[src/rtl/core_pkg.sv]
// Shared definitions for the RV32I pipeline front end.
//   - PCSel encodings driven by the branch unit
//   - NOP_INST: canonical bubble (addi x0,x0,0) loaded into IF/ID
//   - fetch_state_e: fetch controller states
package core_pkg;

  localparam logic [1:0] PC_SEQ  = 2'b00;
  localparam logic [1:0] PC_BR   = 2'b01;
  localparam logic [1:0] PC_JALR = 2'b10;

  localparam logic [31:0] NOP_INST = 32'h0000_0013;

  // S_RST : idle for one cycle after reset, no request
  // S_REQ : request outstanding at pc
  // S_DROP: request outstanding at old pc, response will be discarded
  // S_HOLD: no request, buffered instruction waiting for Stall to drop
  typedef enum logic [1:0] {
    S_RST  = 2'd0,
    S_REQ  = 2'd1,
    S_DROP = 2'd2,
    S_HOLD = 2'd3
  } fetch_state_e;

endpackage

[src/rtl/pc_next_sel.sv]
// Redirect target mux.
// Ports:
//   PCSel      in  2  : redirect select (00/11 sequential, 01 branch, 10 jalr)
//   BrTarget   in  32 : PC+imm, passed unchanged
//   JalrTarget in  32 : rs1+imm, bit 0 forced to zero
//   target_o   out 32 : redirect target (don't care when redirect_o=0)
//   redirect_o out 1  : a redirect is requested this cycle
module pc_next_sel
  import core_pkg::*;
(
  input  logic [1:0]  PCSel,
  input  logic [31:0] BrTarget,
  input  logic [31:0] JalrTarget,
  output logic [31:0] target_o,
  output logic        redirect_o
);

  // JALR always lands on an even address; bit 0 is deliberately ignored.
  logic unused_jalr_bit0;
  assign unused_jalr_bit0 = JalrTarget[0];

  always_comb begin
    target_o   = BrTarget;
    redirect_o = 1'b0;
    case (PCSel)
      PC_BR: begin
        target_o   = BrTarget;
        redirect_o = 1'b1;
      end
      PC_JALR: begin
        target_o   = {JalrTarget[31:1], 1'b0};
        redirect_o = 1'b1;
      end
      default: begin
        target_o   = BrTarget;
        redirect_o = 1'b0;
      end
    endcase
  end

endmodule

[src/rtl/fetch_pc.sv]
// Fetch-stage PC and instruction-fetch controller; owns the IF/ID register.
// Ports:
//   clk, rst                 : clock, async active-high reset
//   PCSel, BrTarget,
//   JalrTarget               : redirect request from EX / branch unit
//   Stall                    : load-use stall, holds IF/ID
//   imem_req/imem_addr       : fetch request, address stable until ack
//   imem_ack/imem_rdata      : fetch response
//   Flush                    : combinational, high on any redirect
//   IfId_valid/inst/pc       : IF/ID pipeline register
//   dbg_state_o              : current fetch state, for observation
// Handshake: a request is presented while imem_req=1 and completes on the
// cycle imem_ack=1; imem_addr does not change while imem_req=1 and no ack.
module fetch_pc
  import core_pkg::*;
#(
  parameter logic [31:0] RESET_PC = 32'h0000_0000,
  parameter logic [31:0] NOP_INST = core_pkg::NOP_INST
) (
  input  logic         clk,
  input  logic         rst,
  input  logic [1:0]   PCSel,
  input  logic [31:0]  BrTarget,
  input  logic [31:0]  JalrTarget,
  input  logic         Stall,
  output logic         imem_req,
  output logic [31:0]  imem_addr,
  input  logic         imem_ack,
  input  logic [31:0]  imem_rdata,
  output logic         Flush,
  output logic         IfId_valid,
  output logic [31:0]  IfId_inst,
  output logic [31:0]  IfId_pc,
  output fetch_state_e dbg_state_o
);

  fetch_state_e state_q, state_d;
  logic [31:0]  pc_q, pc_d;
  logic [31:0]  pend_q, pend_d;
  logic [31:0]  buf_q, buf_d;
  logic         valid_q, valid_d;
  logic [31:0]  inst_q, inst_d;
  logic [31:0]  ifpc_q, ifpc_d;

  logic [31:0]  target;
  logic         redirect;

  pc_next_sel u_sel (
    .PCSel      (PCSel),
    .BrTarget   (BrTarget),
    .JalrTarget (JalrTarget),
    .target_o   (target),
    .redirect_o (redirect)
  );

  always_comb begin
    state_d = state_q;
    pc_d    = pc_q;
    pend_d  = pend_q;
    buf_d   = buf_q;
    valid_d = valid_q;
    inst_d  = inst_q;
    ifpc_d  = ifpc_q;

    // Redirect beats Stall everywhere: bubble IF/ID, keep IfId_pc as is.
    if (redirect) begin
      valid_d = 1'b0;
      inst_d  = NOP_INST;
    end

    case (state_q)
      S_RST: begin
        state_d = S_REQ;
        if (redirect) pc_d = target;
      end
      S_REQ: begin
        if (imem_ack) begin
          if (redirect) begin
            pc_d = target;
          end else if (Stall) begin
            buf_d   = imem_rdata;
            state_d = S_HOLD;
          end else begin
            valid_d = 1'b1;
            inst_d  = imem_rdata;
            ifpc_d  = pc_q;
            pc_d    = pc_q + 32'd4;
          end
        end else if (redirect) begin
          // Address must stay stable until the ack, so park the target.
          pend_d  = target;
          state_d = S_DROP;
        end
      end
      S_DROP: begin
        if (redirect) pend_d = target;
        if (imem_ack) begin
          // Same-cycle redirect is newer than anything parked in pend.
          pc_d    = redirect ? target : pend_q;
          state_d = S_REQ;
        end
      end
      S_HOLD: begin
        if (redirect) begin
          pc_d    = target;
          state_d = S_REQ;
        end else if (!Stall) begin
          valid_d = 1'b1;
          inst_d  = buf_q;
          ifpc_d  = pc_q;
          pc_d    = pc_q + 32'd4;
          state_d = S_REQ;
        end
      end
      default: state_d = S_RST;
    endcase
  end

  always_ff @(posedge clk or posedge rst) begin
    if (rst) begin
      state_q <= S_RST;
      pc_q    <= RESET_PC;
      pend_q  <= RESET_PC;
      buf_q   <= NOP_INST;
      valid_q <= 1'b0;
      inst_q  <= NOP_INST;
      ifpc_q  <= 32'h0000_0000;
    end else begin
      state_q <= state_d;
      pc_q    <= pc_d;
      pend_q  <= pend_d;
      buf_q   <= buf_d;
      valid_q <= valid_d;
      inst_q  <= inst_d;
      ifpc_q  <= ifpc_d;
    end
  end

  assign imem_req    = (state_q == S_REQ) || (state_q == S_DROP);
  assign imem_addr   = pc_q;
  assign Flush       = redirect;
  assign IfId_valid  = valid_q;
  assign IfId_inst   = inst_q;
  assign IfId_pc     = ifpc_q;
  assign dbg_state_o = state_q;

endmodule

[config.mk]
export PLATFORM = sky130hd
export DESIGN_NAME = fetch_pc
export DESIGN_NICKNAME = d
export VERILOG_FILES = /design/src/rtl/core_pkg.sv /design/src/rtl/pc_next_sel.sv /design/src/rtl/fetch_pc.sv
export SDC_FILE = /design/constraint.sdc
export NUM_CORES = 1
export LEC_CHECK = 0
export ABC_CLOCK_PERIOD_IN_PS = 6450
export BUFFER_PORTS_ARGS = -buffer_cell sky130_fd_sc_hd__clkbuf_2
export CORE_MARGIN = 2
export CORE_UTILIZATION = 55
export CTS_CLUSTER_SIZE = 14
export DETAILED_ROUTE_END_ITERATION = 6
export GPL_TIMING_DRIVEN = 0
export PLACE_DENSITY = 0.81
export SLEW_MARGIN = 0
export SYNTH_ARGS = -nofsm -noshare
export SYNTH_HDL_FRONTEND = slang
export SYNTH_HIERARCHICAL = 1
export SYNTH_SLANG_ARGS = --single-unit
[constraint.sdc]
create_clock -name clk -period 6.45 [get_ports clk]
set_input_delay 0.645 -clock clk [delete_from_list [all_inputs] [get_ports clk]]
set_output_delay 0.645 -clock clk [all_outputs]
set_load 0.1 [all_outputs]
==> results of run 1 <==
cells in the final DEF, fill, tap and decap left out, types with 16 or more instances in the layout:
cell type  instances
a21o_1            33
a21oi_1           16
a22o_1            44
clkbuf_1          43
clkbuf_16         17
clkbuf_2         201
dfrtp_1          157
mux2_2           111
mux2_4            29
nand2_1           37
nor2_1            35
nor3_1            16
o21ai_0           38
sequential cells by signal (all words and copies together) (netlist names):
signal,count
pend_q,32
IfId_inst,32
IfId_pc,32
dbg_state_o,2
buf_q,32
IfId_valid,1
imem_addr,32
layer usage:
| metal | up-vias | global-route usage [%] | share of wire [%] |
|---|---|---|---|
| met5 | - | 0 | 0 |
| met4 | 0 | 8.26 | 1.8 |
| met3 | 45 | 9.24 | 10 |
| met2 | 420 | 44.4 | 45 |
| met1 | 3635 | 40.9 | 43 |
| li1 | 3392 | - | - |
stage by stage:
step                      std cells  utilization, %  setup slack, ns  hold slack, ns
after floorplan                 777               -             1.41           0.475
after global placement         1193            63.9           -0.327           0.456
after detailed placement       1194            64.2             2.99           0.464
after CTS                      1226            67.7             3.41           0.312
after global routing           1226            67.7             3.20           0.335
final                          1226            67.7             3.33           0.281
how the worst max path moves through the flow:
stage          startpoint                         to  slack [ns]
2_1_floorplan         rst    IfId_inst[10]$_DFF_PP0_        1.41
3_3_place_gp          rst     pend_q[13]$_DFFE_PP0P_       -0.33
3_5_place_dp     PCSel[0]  imem_addr[13]$_DFFE_PP0P_        2.99
4_1_cts          PCSel[0]  imem_addr[13]$_DFFE_PP0P_        3.41
5_1_grt          PCSel[0]  imem_addr[31]$_DFFE_PP0P_        3.20
6_report         PCSel[0]  imem_addr[13]$_DFFE_PP0P_        3.33
cells by family (layout without fill, tap and decap cells):
kind of cell	count (synthesis)	after routing	share of synthesized area, %
XOR/XNOR	7	7	0.693
AND/OR/NAND/NOR	148	148	8.63
AO/OA/AOI/OAI	231	231	19.4
adder cells (fa/ha/maj)	7	7	0.990
buffers and inverters	75	308	4.41
multiplexers	146	146	19.7
flip-flops	163	163	46.2
cell usage after synthesis, types with 3 or more instances:
master	number	area share, %
and3_1	4	0.28
nor2b_1	5	0.35
a32o_1	4	0.45
a22o_1	44	4.4
nand3_1	9	0.51
buf_6	3	0.38
o31ai_1	5	0.42
a22oi_1	15	1.3
buf_2	5	0.28
a32oi_1	4	0.40
o22ai_1	4	0.28
mux2i_1	6	0.68
nor2_1	35	1.5
and4_1	3	0.30
or3_1	4	0.28
ha_1	7	0.99
o2111ai_1	3	0.30
a221oi_1	13	1.3
o21ai_0	38	2.1
and2_1	4	0.28
a21oi_1	16	0.91
xor2_1	3	0.30
o211ai_1	9	0.76
xnor2_1	4	0.40
nand2b_1	5	0.35
mux2_4	29	4.9
dfstp_2	6	1.8
a211o_1	3	0.30
nor3_1	16	0.91
nand4_1	7	0.49
buf_12	3	0.68
dfrtp_1	157	44
clkbuf_1	42	1.8
nand2_1	37	1.6
inv_1	13	0.55
a21o_1	33	2.8
clkbuf_8	3	0.47
nor4_1	7	0.49
buf_1	5	0.21
mux2_2	111	14
a211oi_1	9	0.76
o21a_1	3	0.25
a31oi_1	9	0.64
final cells by class:
class | instances | area, µm² | share of cell area [%]
Sequential cell | 163 | 4090 | 38.1
Inverter | 13 | 56.3 | 0.526
Multi-Input combinational cell | 539 | 4370 | 40.8
Tap cell | 216 | 270 | 2.52
Clock inverter | 13 | 116 | 1.09
Clock buffer | 19 | 443 | 4.13
Buffer | 62 | 342 | 3.19
Timing Repair Buffer | 201 | 1030 | 9.60
==> run metrics, run 1 <==
gr usage total=29.3%; Syn-to-layout area delta=21.1%; TritonRoute pass-1 iters=5; fin crit share=48.4%; htree depth=4; Post-DP Area=0.0102 mm²; worst r2r path cells=7; CP max stage delay=0.55 ns; Hold Violations, Final=0; final setup fails=0; post-CTS setup buffer count=0; Syn Inst Count=777; post-route cell area=0.0107 mm²; I/O Buffers=200; clock slew at reported path FFs=0.07 ns; first-pass GRT wire length=38.2 mm; core area=0.0158 mm²; Detailed Place HPWL=18.3 mm; final WL=24.7 mm; max-cap check violation count=0; crit path cell chain=clkbuf_2 > inv_1 > ha_1 > inv_1 > clkbuf_1 > clkbuf_1 > clkbuf_1 > buf_1 > o221ai_1 > o211ai_1; fillers=1221; die area=0.0171 mm²; Crit. path cell count=10; Die Span Y=131 µm; RSZ-0062 raised after global routing=false; clk sinks=163; Nets=1106; CTS tree=yes; Synth async-reset ratio=100%; WP buf/inv=7; EDFF count, synth=0; setup TNS=0 ns; mean post-synth cell area=11.4 µm²; type of the worst setup path=input port to flip-flop; cells resized by post-CTS repair=0; #FFs+latches synth=163; largest net degree at the start of global routing=83; worst reg2reg path endpoint=pend_q[20]$_DFFE_PP0P_; Worst Path Arrival=3.47 ns; Achievable Freq=0.320 GHz; Clock Path Buffers=2; CP max FO=10; Worst-Skew Late Latency=0.44 ns; Period minus WS final=3.12 ns; routed vias=7492; most used flip-flop cell after synthesis=dfrtp_1; Hold Crit Class=input port to async pin; max-slew violation count=0; outcome=completed; CTS buffer count=17; CTS root buffer=clkbuf_16; FF-to-FF setup slack=3.65 ns; family with the most delay on the worst path=buffers and inverters; register area share after synthesis=46.2%; number of nets still failing antenna checks after routing=0; hold_buf cts=0; antenna violations before repair=0; Initial Util=55.9%; Slowest cell on crit path=buf_1; gpl congestion=0.972; vias in the first global route=7037; DRT iter0 DRCs=749; row count=46; RR Startpoint=dbg_state_o[1]$_DFFE_PP0P_; # diodes=0; Synth cell types=68; DR vias/cell=6.11; CP dominant cell by count=clkbuf_1; Slew HR=28.6%; wire per inst=20.1 µm; drc violations=0; worst-margin pin slew=1.06 ns; num ports=203; fraction of layout cells with a size suffix above 1=40.5%; post-synthesis instance area=0.00885 mm²; Congestion Overflow GR=0; Synth Net Count=886; Worst setup SP type=input port; DIE WIDTH=131 µm; Yosys warnings=6; Final Skew=0.00822 ns; Worst EP required=6.80 ns; CP Capture Type=flip-flop
Power of run 1 is left out: the tool's default activity adds up to more than one toggle a clock period on the data nets, which glitch-free logic cannot reach.
==> run 2, diff against run 1 <==
ABC_CLOCK_PERIOD_IN_PS = 3000   (was 6450)
clock period = 3 ns   (was 6.45 ns; I/O delays follow)
==> run metrics, run 2 (synthesis results as in run 1) <==
fillers=1175; TritonRoute pass-1 iters=5; max-cap check violation count=0; hold_ws=0.104 ns; worst-margin pin slew=1.09 ns; CTS root buffer=clkbuf_16; max-slew violation count=0; most frequent cells in the layout=clkbuf_2, dfrtp_1, mux2_2; gpl congestion=0.978; CTS buffer count=17; row count=46; core area=0.0158 mm²; num ports=203; GR Util met1=42.0%; most crowded layer after global routing=met2; Die Span Y=131 µm; Nets=1110; post-route cell area=0.0108 mm²; Slew HR=27.4%; clk sinks=163; Worst setup SP type=input port; CP max FO=10; CTS tree=yes; Hold Crit Class=input port to flip-flop; RSZ-0062 raised after global routing=false; Achievable Freq=0.359 GHz; # diodes=0; commonest non-fill, non-tap cell in the layout=clkbuf_2; antenna violations before repair=0; Worst-Skew Late Latency=0.43 ns; footprint of the multi-input gates=0.00437 mm²; setup TNS=0 ns; Initial Util=55.9%; Final Skew=0.0104 ns; largest net degree at the start of global routing=42; vias in the first global route=6996; fraction of layout cells with a size suffix above 1=40.9%; type of the worst setup path=input port to flip-flop; DR vias/cell=6.13; drc violations=0; outcome=completed; Worst EP required=3.36 ns; htree depth=4; routed vias=7536; Worst Path Arrival=3.14 ns; die area=0.0171 mm²; FF-to-FF setup slack=0.21 ns; clock slew at reported path FFs=0.08 ns; Detailed Place HPWL=18.4 mm; DIE WIDTH=131 µm; final setup fails=0; final WL=24.7 mm; Post-DP Area=0.0102 mm²; worst r2r path cells=7; register area=0.00409 mm²; gr usage total=29.4%; grt met2 use=44.5%; Clock Path Buffers=2; wire per inst=20.1 µm; DRT iter0 DRCs=862; met3 usage in global routing=7.41%; Hold Path Depth=2; number of nets still failing antenna checks after routing=0; I/O Buffers=200; Period minus WS final=2.79 ns; Hold Violations, Final=0; CP Capture Type=flip-flop; first-pass GRT wire length=38.3 mm; Syn-to-layout area delta=22.3%; fin crit share=92.9%; post-CTS setup buffer count=0; Congestion Overflow GR=0
-- run 2: cell count changes in the layout (fill, tap and decap cells not counted), sizes merged --
cell,delta
clkinvlp,-2
clkbuf,-2
buf,+3
dlygate4sd3,+1
inv,+1
clkinv,+3
-- run 2: final timing paths --
path	endpoint	from
worst max-delay path	imem_addr[31]$_DFFE_PP0P_	PCSel[0]
worst min-delay path	buf_q[9]$_DFFE_PP0P_	imem_rdata[9]
worst max register to register	pend_q[1]$_DFFE_PP0P_	dbg_state_o[1]$_DFFE_PP0P_
worst min register to register	IfId_inst[23]$_DFF_PP0_	IfId_inst[23]$_DFF_PP0_
max in group asynchronous	pend_q[4]$_DFFE_PP0P_	rst
min in group asynchronous	IfId_pc[27]$_DFFE_PP0P_	rst
-- run 2: timing repair --
| item | in CTS | in global routing |
|---|---|---|
| gates resized for setup | 0 | 4 |
| hold buffers | 1 | 0 |
| setup endpoints to repair | 0 | 11 |
| endpoints found under the hold margin | 17 | 0 |
-- run 2: through the flow --
stage               std cells  setup WS, ns  util (%)
CTS                      1230         0.149      68.4
global placement         1193        -0.384      64.0
detailed placement       1197       -0.0902      64.5
finish                   1230         0.213      68.4
global route             1230        0.0376      68.4
floorplan                 777        0.0195         -
-- run 2: critical path, stage by stage --
cell and delay (ns):
clkbuf_2 0.07, inv_1 0.03, ha_1 0.28, inv_1 0.14, clkbuf_1 0.42, clkbuf_1 0.48
clkbuf_1 0.54, buf_1 0.53, a22oi_1 0.20, nand4_1 0.14
-- run 2: area by class of cell --
type,instances,share of cell area (%)
multi-input combinational,539,40.4
sequential,163,37.8
timing repair buffer,205,10.1
clock buffer,17,3.93
buffer,62,3.18
tap,216,2.50
clock inverter,15,1.68
inverter,13,0.486
-- run 2: per-layer routing --
metal | wire [µm] | up-vias
met5 | 0 | -
met4 | 583 | 0
met3 | 2780 | 44
met2 | 11100 | 445
met1 | 10300 | 3647
li1 | - | 3400
Power of run 2 is left out for the same reason.
